$ cat src/rtl/bus_arbiter_if.sv
// Arbiter bus interface: per-master request/target/done in, registered grant/select out.
// The master modport is the requester side; the slave modport is the arbiter side.
interface bus_arbiter_if #(
  parameter int unsigned NO_MASTERS = 2,
  parameter int unsigned NO_SLAVES  = 3,
  parameter int unsigned S_ID_WIDTH = $clog2(NO_SLAVES + 1),
  parameter int unsigned M_ID_WIDTH = $clog2(NO_MASTERS)
);
  logic [NO_MASTERS-1:0]            req;
  logic [NO_MASTERS*S_ID_WIDTH-1:0] slave_id;
  logic [NO_MASTERS-1:0]            done;
  logic [NO_MASTERS-1:0]            grant;
  logic [M_ID_WIDTH-1:0]            master_sel;
  logic [S_ID_WIDTH-1:0]            slave_sel;
  logic                             bus_busy;
  logic                             timeout;

  modport master (
    output req, slave_id, done,
    input  grant, master_sel, slave_sel, bus_busy, timeout
  );

  modport slave (
    input  req, slave_id, done,
    output grant, master_sel, slave_sel, bus_busy, timeout
  );
endinterface

$ cat src/rtl/bus_arbiter.sv
// Round-robin bus arbiter: IDLE -> GRANT -> BUSY -> RELEASE -> IDLE.
// All outputs are registered; they are computed from the next state so that they
// change on the same edge as the state.
// Optional feature: define ARB_TIMEOUT_EN to force a release after TIMEOUT_CYCLES
// BUSY cycles without done/req-drop (timeout pulses for that RELEASE cycle).
module bus_arbiter #(
  parameter int unsigned NO_MASTERS     = 2,
  parameter int unsigned NO_SLAVES      = 3,
  parameter int unsigned S_ID_WIDTH     = $clog2(NO_SLAVES + 1),
  parameter int unsigned M_ID_WIDTH     = $clog2(NO_MASTERS),
  parameter int unsigned TIMEOUT_CYCLES = 256
) (
  input  logic         clk,
  input  logic         rstN,
  bus_arbiter_if.slave bus
);

  typedef enum logic [1:0] {StIdle, StGrant, StBusy, StRelease} state_e;

  localparam logic [S_ID_WIDTH-1:0] MaxId = S_ID_WIDTH'(NO_SLAVES);
  localparam logic [M_ID_WIDTH-1:0] LastOwnerRst = M_ID_WIDTH'(NO_MASTERS - 1);

  if (NO_MASTERS < 2 || NO_MASTERS > 8 || TIMEOUT_CYCLES < 1) begin : g_param_check
    $error("bus_arbiter: illegal parameter value");
  end

  state_e                               state_q, state_d;
  logic [M_ID_WIDTH-1:0]                master_sel_q, master_sel_d;
  logic [M_ID_WIDTH-1:0]                last_owner_q, last_owner_d;
  logic [S_ID_WIDTH-1:0]                slave_sel_q, slave_sel_d;
  logic [NO_MASTERS-1:0]                grant_q, grant_d;
  logic                                 bus_busy_q, bus_busy_d;

  logic [NO_MASTERS-1:0][S_ID_WIDTH-1:0] sid_a;
  logic [NO_MASTERS-1:0]                valid;
  logic                                 win_found;
  logic [M_ID_WIDTH-1:0]                win_idx;
  logic [S_ID_WIDTH-1:0]                win_sid;
  logic                                 owner_end;

  assign sid_a = bus.slave_id;

  // A request only counts when it targets an existing slave (id 0 means none).
  for (genvar g = 0; g < NO_MASTERS; g++) begin : g_valid
    assign valid[g] = bus.req[g] && (sid_a[g] != '0) && (sid_a[g] <= MaxId);
  end

  // Owner finished: done or request withdrawn; other masters' inputs are ignored.
  assign owner_end = bus.done[master_sel_q] || !bus.req[master_sel_q];

  // Round-robin search starting just after the last owner, wrapping.
  always_comb begin
    logic [M_ID_WIDTH-1:0] idx_m;
    win_found = 1'b0;
    win_idx   = '0;
    win_sid   = '0;
    idx_m     = '0;
    for (int unsigned i = 0; i < NO_MASTERS; i++) begin
      idx_m = M_ID_WIDTH'((32'(last_owner_q) + 32'd1 + i) % NO_MASTERS);
      if (!win_found && valid[idx_m]) begin
        win_found = 1'b1;
        win_idx   = idx_m;
        win_sid   = sid_a[idx_m];
      end
    end
  end

`ifdef ARB_TIMEOUT_EN
  localparam int unsigned CntW = (TIMEOUT_CYCLES > 2) ? $clog2(TIMEOUT_CYCLES) : 1;
  localparam logic [CntW-1:0] CntLast = CntW'(TIMEOUT_CYCLES - 1);
  logic [CntW-1:0] cnt_q, cnt_d;
  logic            timeout_q, timeout_d;
`endif

  // Next-state logic and registered-output precomputation.
  always_comb begin
    state_d      = state_q;
    master_sel_d = master_sel_q;
    last_owner_d = last_owner_q;
`ifdef ARB_TIMEOUT_EN
    cnt_d        = cnt_q;
    timeout_d    = 1'b0;
`endif
    unique case (state_q)
      StIdle: begin
        if (win_found) begin
          state_d      = StGrant;
          master_sel_d = win_idx;
        end
      end
      StGrant: begin
        state_d = StBusy;
`ifdef ARB_TIMEOUT_EN
        cnt_d   = '0;
`endif
      end
      StBusy: begin
        if (owner_end) begin
          state_d = StRelease;
`ifdef ARB_TIMEOUT_EN
        end else if (cnt_q == CntLast) begin
          state_d   = StRelease;
          timeout_d = 1'b1;
        end else begin
          cnt_d = cnt_q + 1'b1;
`endif
        end
      end
      StRelease: begin
        state_d      = StIdle;
        last_owner_d = master_sel_q;
      end
      default: state_d = StIdle;
    endcase

    grant_d     = '0;
    slave_sel_d = '0;
    bus_busy_d  = (state_d != StIdle);
    if (state_d == StGrant || state_d == StBusy) begin
      grant_d     = {{(NO_MASTERS - 1){1'b0}}, 1'b1} << master_sel_d;
      // Target id is captured once at arbitration and held for the tenure.
      slave_sel_d = (state_q == StIdle) ? win_sid : slave_sel_q;
    end
  end

  // State and output registers with asynchronous reset.
  always_ff @(posedge clk or negedge rstN) begin
    if (!rstN) begin
      state_q      <= StIdle;
      master_sel_q <= '0;
      last_owner_q <= LastOwnerRst;
      slave_sel_q  <= '0;
      grant_q      <= '0;
      bus_busy_q   <= 1'b0;
    end else begin
      state_q      <= state_d;
      master_sel_q <= master_sel_d;
      last_owner_q <= last_owner_d;
      slave_sel_q  <= slave_sel_d;
      grant_q      <= grant_d;
      bus_busy_q   <= bus_busy_d;
    end
  end

`ifdef ARB_TIMEOUT_EN
  // BUSY-cycle counter and timeout pulse register.
  always_ff @(posedge clk or negedge rstN) begin
    if (!rstN) begin
      cnt_q     <= '0;
      timeout_q <= 1'b0;
    end else begin
      cnt_q     <= cnt_d;
      timeout_q <= timeout_d;
    end
  end
  assign bus.timeout = timeout_q;
`else
  assign bus.timeout = 1'b0;
`endif

  assign bus.grant      = grant_q;
  assign bus.master_sel = master_sel_q;
  assign bus.slave_sel  = slave_sel_q;
  assign bus.bus_busy   = bus_busy_q;

endmodule
$ cat src/flat_wrapper.sv
// flat-port wrapper written by rule: the top's interface ports become plain ports
module bus_arbiter_flat 
#(
  parameter int unsigned NO_MASTERS     = 2,
  parameter int unsigned NO_SLAVES      = 3,
  parameter int unsigned S_ID_WIDTH     = $clog2(NO_SLAVES + 1),
  parameter int unsigned M_ID_WIDTH     = $clog2(NO_MASTERS),
  parameter int unsigned TIMEOUT_CYCLES = 256
)
  (clk, rstN, bus_req, bus_slave_id, bus_done, bus_grant, bus_master_sel, bus_slave_sel, bus_bus_busy, bus_timeout);
  bus_arbiter_if #(.NO_MASTERS(NO_MASTERS), .NO_SLAVES(NO_SLAVES), .S_ID_WIDTH(S_ID_WIDTH), .M_ID_WIDTH(M_ID_WIDTH)) bus_i ();
  input  logic clk;
  input  logic rstN;
  input wire logic [$bits(bus_i.req)-1:0] bus_req;
  input wire logic [$bits(bus_i.slave_id)-1:0] bus_slave_id;
  input wire logic [$bits(bus_i.done)-1:0] bus_done;
  output wire logic [$bits(bus_i.grant)-1:0] bus_grant;
  output wire logic [$bits(bus_i.master_sel)-1:0] bus_master_sel;
  output wire logic [$bits(bus_i.slave_sel)-1:0] bus_slave_sel;
  output wire logic [$bits(bus_i.bus_busy)-1:0] bus_bus_busy;
  output wire logic [$bits(bus_i.timeout)-1:0] bus_timeout;
  assign bus_i.req = bus_req;
  assign bus_i.slave_id = bus_slave_id;
  assign bus_i.done = bus_done;
  assign bus_grant = bus_i.grant;
  assign bus_master_sel = bus_i.master_sel;
  assign bus_slave_sel = bus_i.slave_sel;
  assign bus_bus_busy = bus_i.bus_busy;
  assign bus_timeout = bus_i.timeout;
  bus_arbiter #(.NO_MASTERS(NO_MASTERS), .NO_SLAVES(NO_SLAVES), .S_ID_WIDTH(S_ID_WIDTH), .M_ID_WIDTH(M_ID_WIDTH), .TIMEOUT_CYCLES(TIMEOUT_CYCLES)) u_core (.clk(clk), .rstN(rstN), .bus(bus_i));
endmodule
$ cat config.mk
export PLATFORM = sky130hd
export DESIGN_NAME = bus_arbiter_flat
export DESIGN_NICKNAME = d
export VERILOG_FILES = /design/src/rtl/bus_arbiter_if.sv /design/src/rtl/bus_arbiter.sv /design/src/flat_wrapper.sv
export SDC_FILE = /design/constraint.sdc
export NUM_CORES = 1
export LEC_CHECK = 0
export ABC_AREA = 1
export ABC_CLOCK_PERIOD_IN_PS = 2400
export CORE_UTILIZATION = 44
export DETAILED_ROUTE_END_ITERATION = 7
export GPL_TIMING_DRIVEN = 1
export HOLD_SLACK_MARGIN = 0.15
export PLACE_DENSITY = 0.71
export SKIP_LAST_GASP = 1
export SYNTH_ARGS = -nofsm -noshare
export SYNTH_HDL_FRONTEND = slang
export SYNTH_SLANG_ARGS = --single-unit
$ cat constraint.sdc
create_clock -name clk -period 2.4 [get_ports clk]
set_clock_uncertainty 0.2 [all_clocks]
set_input_delay 0.48 -clock clk [delete_from_list [all_inputs] [get_ports clk]]
set_output_delay 0.48 -clock clk [all_outputs]
set_load 0.005 [all_outputs]
* Yosys cells after proc, flatten, opt, wreduce, memory -nomap -nowiden
Cells that the tools add are included.
Word-level totals: register bits 9, word-level logic and storage cells 59
Operators by class: add/subtract/negate cells 2, $lt $le $gt $ge 5, eq/ne operators 6, shift operators 1, multiplexer cells 26, reduce and logical (&&, ||, !) cells 13
Operators by type and width (count):
- $mux W2 | 11
- $mux W1 | 14
- $pmux W2 S4 | 1
- $eq A2 B2 Y1 const B | 3
- $lt A1 B2 Y1 const B | 3
- $reduce_bool A2 Y1 | 3
- $logic_and A1 B1 Y1 | 5
- $eq A2 B1 Y1 const B | 2
- $le A2 B2 Y1 const B | 2
- $add A1 B1 Y1 const B | 2
- $logic_not A1 Y1 | 2
- $logic_not A2 Y1 | 1
- $logic_or A1 B1 Y1 | 2
- $ne A2 B2 Y1 const B | 1
- $shl A1 B1 Y2 const A | 1

* Depth between registers and ports, before layout
depth in word-level cells 14, gate-level depth with buffers 11

* Worst setup path before layout
OpenSTA, ideal clock, no wires.
path type reg2reg, start reg u_core.state_q[0], end reg u_core.slave_sel_q[1], in the netlist u_core.bus.slave_sel[1], library setup time 0.117 ns, arrival 1.513 ns, slack 0.569 ns, stages on the path, launching flop included 12, path through dfrtp_1 > inv_1 > ha_1 > inv_1 > o211ai_1 > nand3_2 > o21ai_2 > ha_1 > inv_1 > nor2_1 > nand2_1 > nand2_1
On the way: longest elaborated chain between the ends 5, elaborated cells on any way between the ends 12
RTL lines:
- start, declared | line bus_arbiter.sv:27 | state_e state_q, state_d;
- start signal, assigned | line bus_arbiter.sv:129 | state_q <= StIdle;
- start signal, assigned | line bus_arbiter.sv:136 | state_q <= state_d;
- $eq A2 B2 Y1, or another cell as far along | line bus_arbiter.sv:84 | unique case (state_q)
- $pmux W2 S4 | line bus_arbiter.sv:84
- $eq A2 B1 Y1 / $eq A2 B2 Y1 (equally long branches) | line bus_arbiter.sv:119 | if (state_d == StGrant || state_d == StBusy) begin
- $logic_or A1 B1 Y1 | line bus_arbiter.sv:119
- $ne A2 B2 Y1 (no source line) / $mux W2 (equally long branches)
- end signal, assigned | line bus_arbiter.sv:139 | slave_sel_q <= slave_sel_d;
- end, declared | line bus_arbiter.sv:30 | logic [S_ID_WIDTH-1:0] slave_sel_q, slave_sel_d;
Parallel ways exist; a longest one is shown, timed or not. A chain may end at the register's enable or synchronous reset.

* Worst setup path in the final report
start in bus_slave_id[2], end reg u_core.slave_sel_q[0], in the netlist u_core.bus.slave_sel[0]
On the way: longest elaborated chain between the ends 14, elaborated cells on any way between the ends 26
RTL lines:
- start, declared | line flat_wrapper.sv:15 | input wire logic [$bits(bus_i.slave_id)-1:0] bus_slave_id;
- branches (longest 14 deep; another with $le A2 B2 Y1)
Parallel ways; which one is timed is not known. The select of a mux whose other input is x is not followed.

==> flow_summary.yaml <==
outcome:
  status: "finished, final reports clean"
cells_and_area:
  fill_cells: 94
  finish.cell_count_without_fillers: 104
  final_nets: 105
  final_design_area_no_fill_um2: 769
  syn_to_final_growth_pct: 33.7
  diodes: 0
  fraction_of_final_layout_cells_sized_beyond_drive_strength_1_pct: 20.0
global_routing:
  groute.layer.met3.usage_pct: 5.23
  grt_pass1_wl_um: 1900
  grt_antenna_before_repair: 0
  global_routing_s_busiest_layer: "met2"
  grt_pass1_vias: 452
  grtUsageMet1_pct: 26.7
  global_route.usage.total_pct: 19.0
  gr-total-overflow: 0
  grt_max_degree: 10
  grt.met2_usage_pct: 29.7
logic_synthesis:
  synth-warning-count: 0
  synth_top_area_share_pct: 34.8
  syn_area_um2: 576
  primary_flip_flop_cell_chosen_by_synthesis_mapping: "sky130_fd_sc_hd__dfrtp_1"
  postSynthRegisterBits: 9
  yosys.area_share.adder_pct: 8.70
  synthDominantAreaCellType: "sky130_fd_sc_hd__dfrtp_1"
  number_of_flops_mapped_to_enable_cells_by_yosys: 0
  synth_xor_xnor_area_share_pct: 0
  synth-seq-area-share_pct: 39.3
  synth_compound_area_share_pct: 14.6
  synthMuxAreaShare_pct: 0
  synth_top_family_by_area: "simple AND/OR/NAND/NOR gates"
  syn_avg_cell_area_um2: 8.11
  post_synth_num_cell_types: 19
  synth_nets: 85
  syn-instance-count: 71
  yosys.area_share.simple_pct: 26.3
  async_flop_share_pct: 100
  post_synth_main_area_contributors: "sky130_fd_sc_hd__dfrtp_1 (35%), sky130_fd_sc_hd__nand2_1 (9.1%), sky130_fd_sc_hd__ha_1 (8.7%)"
route:
  drc_errors: 0
  avgViaCountPerCell: 4.67
  ant_nets: 0
  via_count: 486
  totalWireLength_um: 1090
  wire_per_inst_um: 10.5
  drt-pass1-iter-count: 4
  detailedRoute.firstIterationViolations: 13
clock_network:
  clockBufferDepth: 2
  total_of_hold_buffers_inserted_after_clock_tree_synthesis: 0
  clk_root_buffer_cell: "sky130_fd_sc_hd__clkbuf_4"
  cts-htree-levels: 1
  cts_resized: 0
  worstSkewPairLatency_ns: 0.26
  tritoncts: "yes"
  postCtsSetupBuffers: 0
  cts.sinks: 9
  clkTransAtPathRegs_ns: 0.06
  numCtsBuffers: 3
power_and_ir_drop:
  cellLeakagePower_nw: 0.384
  netSwitchingFraction_pct: 42.3
  design_power_total_mw: 0.877
  share_clk_of_total_power_pct: 13.6
  combPwrFrac_pct: 55.6
  sequentialPowerShare_pct: 30.9
  power_per_cell_area_nw_per_um2: 1140
  max-vdd-ir-drop_v: 0.000859
  p_int_mw: 0.506
  switchingPower_mw: 0.371
sta:
  timing.final.max_slew_violations: 0
  fin_tns_setup_ns: 0
  time_the_worst_path_needs_with_i_o_delays_and_setup_ns: 2.06
  final_hold_vio_count: 0
  rsz0062_at_grt: "no"
  ratio_of_final_minimum_period_to_clock_period_pct: 85.8
  timing.final.setup_violations: 0
  timing.fmax_mhz: 486
die:
  die_w_um: 38.2
  row_count: 12
  die_area_um2: 1460
  io-pin-count: 17
  area_of_the_core_region_um2: 1160
  initial_utilization_pct: 49.8
  dieHeight_um: 38.2
worst_setup_path:
  critical_path.max_stage_delay_ns: 0.49
  crit_chain: "clkdlybuf4s50_1 -> o21ai_4 -> nand2_2 -> nand2_2 -> nand3_2 -> o21ai_2 -> ha_1 -> inv_1 -> nor2_1 -> nand2_1 -> nand2_1"
  slowest_stage: "sky130_fd_sc_hd__clkdlybuf4s50_1"
  required_ns: 2.35
  worstReg2RegEnd: "u_core.bus.slave_sel[0]"
  endpoint_kind: "flop"
  beginning_of_the_worst_register_to_register_path: "u_core.state_q[0]"
  critPathMaxFanout: 3
  rr_worst_depth: 11
  worst-r2r-setup-slack_ns: 0.37
  worst_ep_arrival_time_ns: 2.00
  crit_path_class: "in -> reg"
  startpoint_type: "input port"
placed_design:
  dp.cells: 100
  numPortBuffers: 15
  place_congestion: 0.738
  place_area_um2: 743
  placed_wire_length_estimate_um: 846
min_path:
  worst_hold_check_path_type: "reg -> reg"
  hold_path.startpoint: "u_core.bus.slave_sel[0]"
  timing.hold.worst_endpoint: "u_core.bus.slave_sel[0]"
  hold_path_depth: 2
flow_run:
  max_cap_violations: 0
## cells in the mapped netlist (all sizes together) (2+ instances only)
library cell and count:
nand3 6, inv 12, nand2 20, buf 2, ha 4, dfrtp 8, nor2 5, o21ai 7
a21oi 3
## power groups by stage
stage                     sequential, mW  clock [mW]  combinational (mW)
final                              0.271       0.119               0.488
after global routing               0.282       0.126               0.567
after CTS                          0.272       0.119               0.494
after detailed placement           0.276           0               0.487
after global placement             0.272           0               0.485
after floorplan                    0.259           0               0.351
## worst max-delay path, delay by kind of cell
kind | cells | cell delay [ns]
adders and majority gates | 1 | 0.26
and+or+nand+nor | 6 | 0.40
AOI/OAI and AO/OA | 2 | 0.27
buffers and inverters | 2 | 0.58
## registers in the layout (all words and copies together) (netlist names)
name,count
u_core.bus.master_sel,1
u_core.bus.bus_busy,1
u_core.last_owner_q,1
u_core.state_q,2
u_core.bus.slave_sel,2
u_core.bus.grant,2
## placed cells by master, fill, tap and decap left out
cell                               n
sky130_fd_sc_hd__clkdlybuf4s50_1  15
sky130_fd_sc_hd__dfstp_2           1
sky130_fd_sc_hd__nand2_1          14
sky130_fd_sc_hd__conb_1            1
sky130_fd_sc_hd__o21ai_0           3
sky130_fd_sc_hd__dfrtp_1           8
sky130_fd_sc_hd__nor2_1            5
sky130_fd_sc_hd__nand3b_1          1
sky130_fd_sc_hd__ha_1              4
sky130_fd_sc_hd__nand3_2           1
sky130_fd_sc_hd__nand2_2           6
sky130_fd_sc_hd__clkbuf_1          1
sky130_fd_sc_hd__inv_2             2
sky130_fd_sc_hd__inv_1            10
sky130_fd_sc_hd__a21oi_1           3
sky130_fd_sc_hd__o21ai_1           1
sky130_fd_sc_hd__nand3_1           5
sky130_fd_sc_hd__o21ai_4           2
sky130_fd_sc_hd__o211ai_1          1
sky130_fd_sc_hd__o21ai_2           1
sky130_fd_sc_hd__buf_4             2
sky130_fd_sc_hd__clkbuf_4          3
## per-layer routing
layer  up-vias  part of all wire [%]
met5         -                     0
met4         0                     0
met3         0                   4.6
met2        12                    47
met1       215                    48
li1        259                     -
## per-stage QoR
step | worst slack (ns) | utilization [%] | hold slack (ns)
global placement | 0.101 | 64.3 | 0.270
finish | 0.341 | 66.6 | 0.285
detailed placement | 0.0724 | 64.3 | 0.266
global route | 0.194 | 66.6 | 0.309
CTS | 0.325 | 66.6 | 0.289
floorplan | 0.569 | - | -0.0156
## layout make-up
type	instances	area, um2	share of cell area, %
Inverter	12	45.0	5.85
Timing Repair Buffer	17	165	21.5
Clock buffer	4	26.3	3.41
Tap cell	14	17.5	2.28
Sequential cell	9	226	29.4
Multi-Input combinational cell	48	289	37.6
## kinds of logic (layout without fill, tap and decap cells)
family	count (synthesis)	count (layout)
and+or+nand+nor	32	32
buffers and inverters	14	33
AOI/OAI and AO/OA	11	11
DFF	9	9
adders and majority gates	4	4
other	1	1
## how the worst max path moves through the flow
stage / from / end / slack (ns) / cells after the start
floorplan: u_core.state_q[0] / u_core.bus.slave_sel[1] / 0.57 / 11
global placement: bus_slave_id[2] / u_core.bus.slave_sel[1] / 0.10 / 11
detailed placement: bus_slave_id[2] / u_core.bus.slave_sel[0] / 0.07 / 11
CTS: bus_slave_id[2] / u_core.bus.slave_sel[0] / 0.33 / 11
global route: u_core.state_q[0] / u_core.bus.slave_sel[0] / 0.19 / 11
finish: bus_slave_id[2] / u_core.bus.slave_sel[0] / 0.34 / 11
No activity file was read; power rests on OpenSTA's default activity.
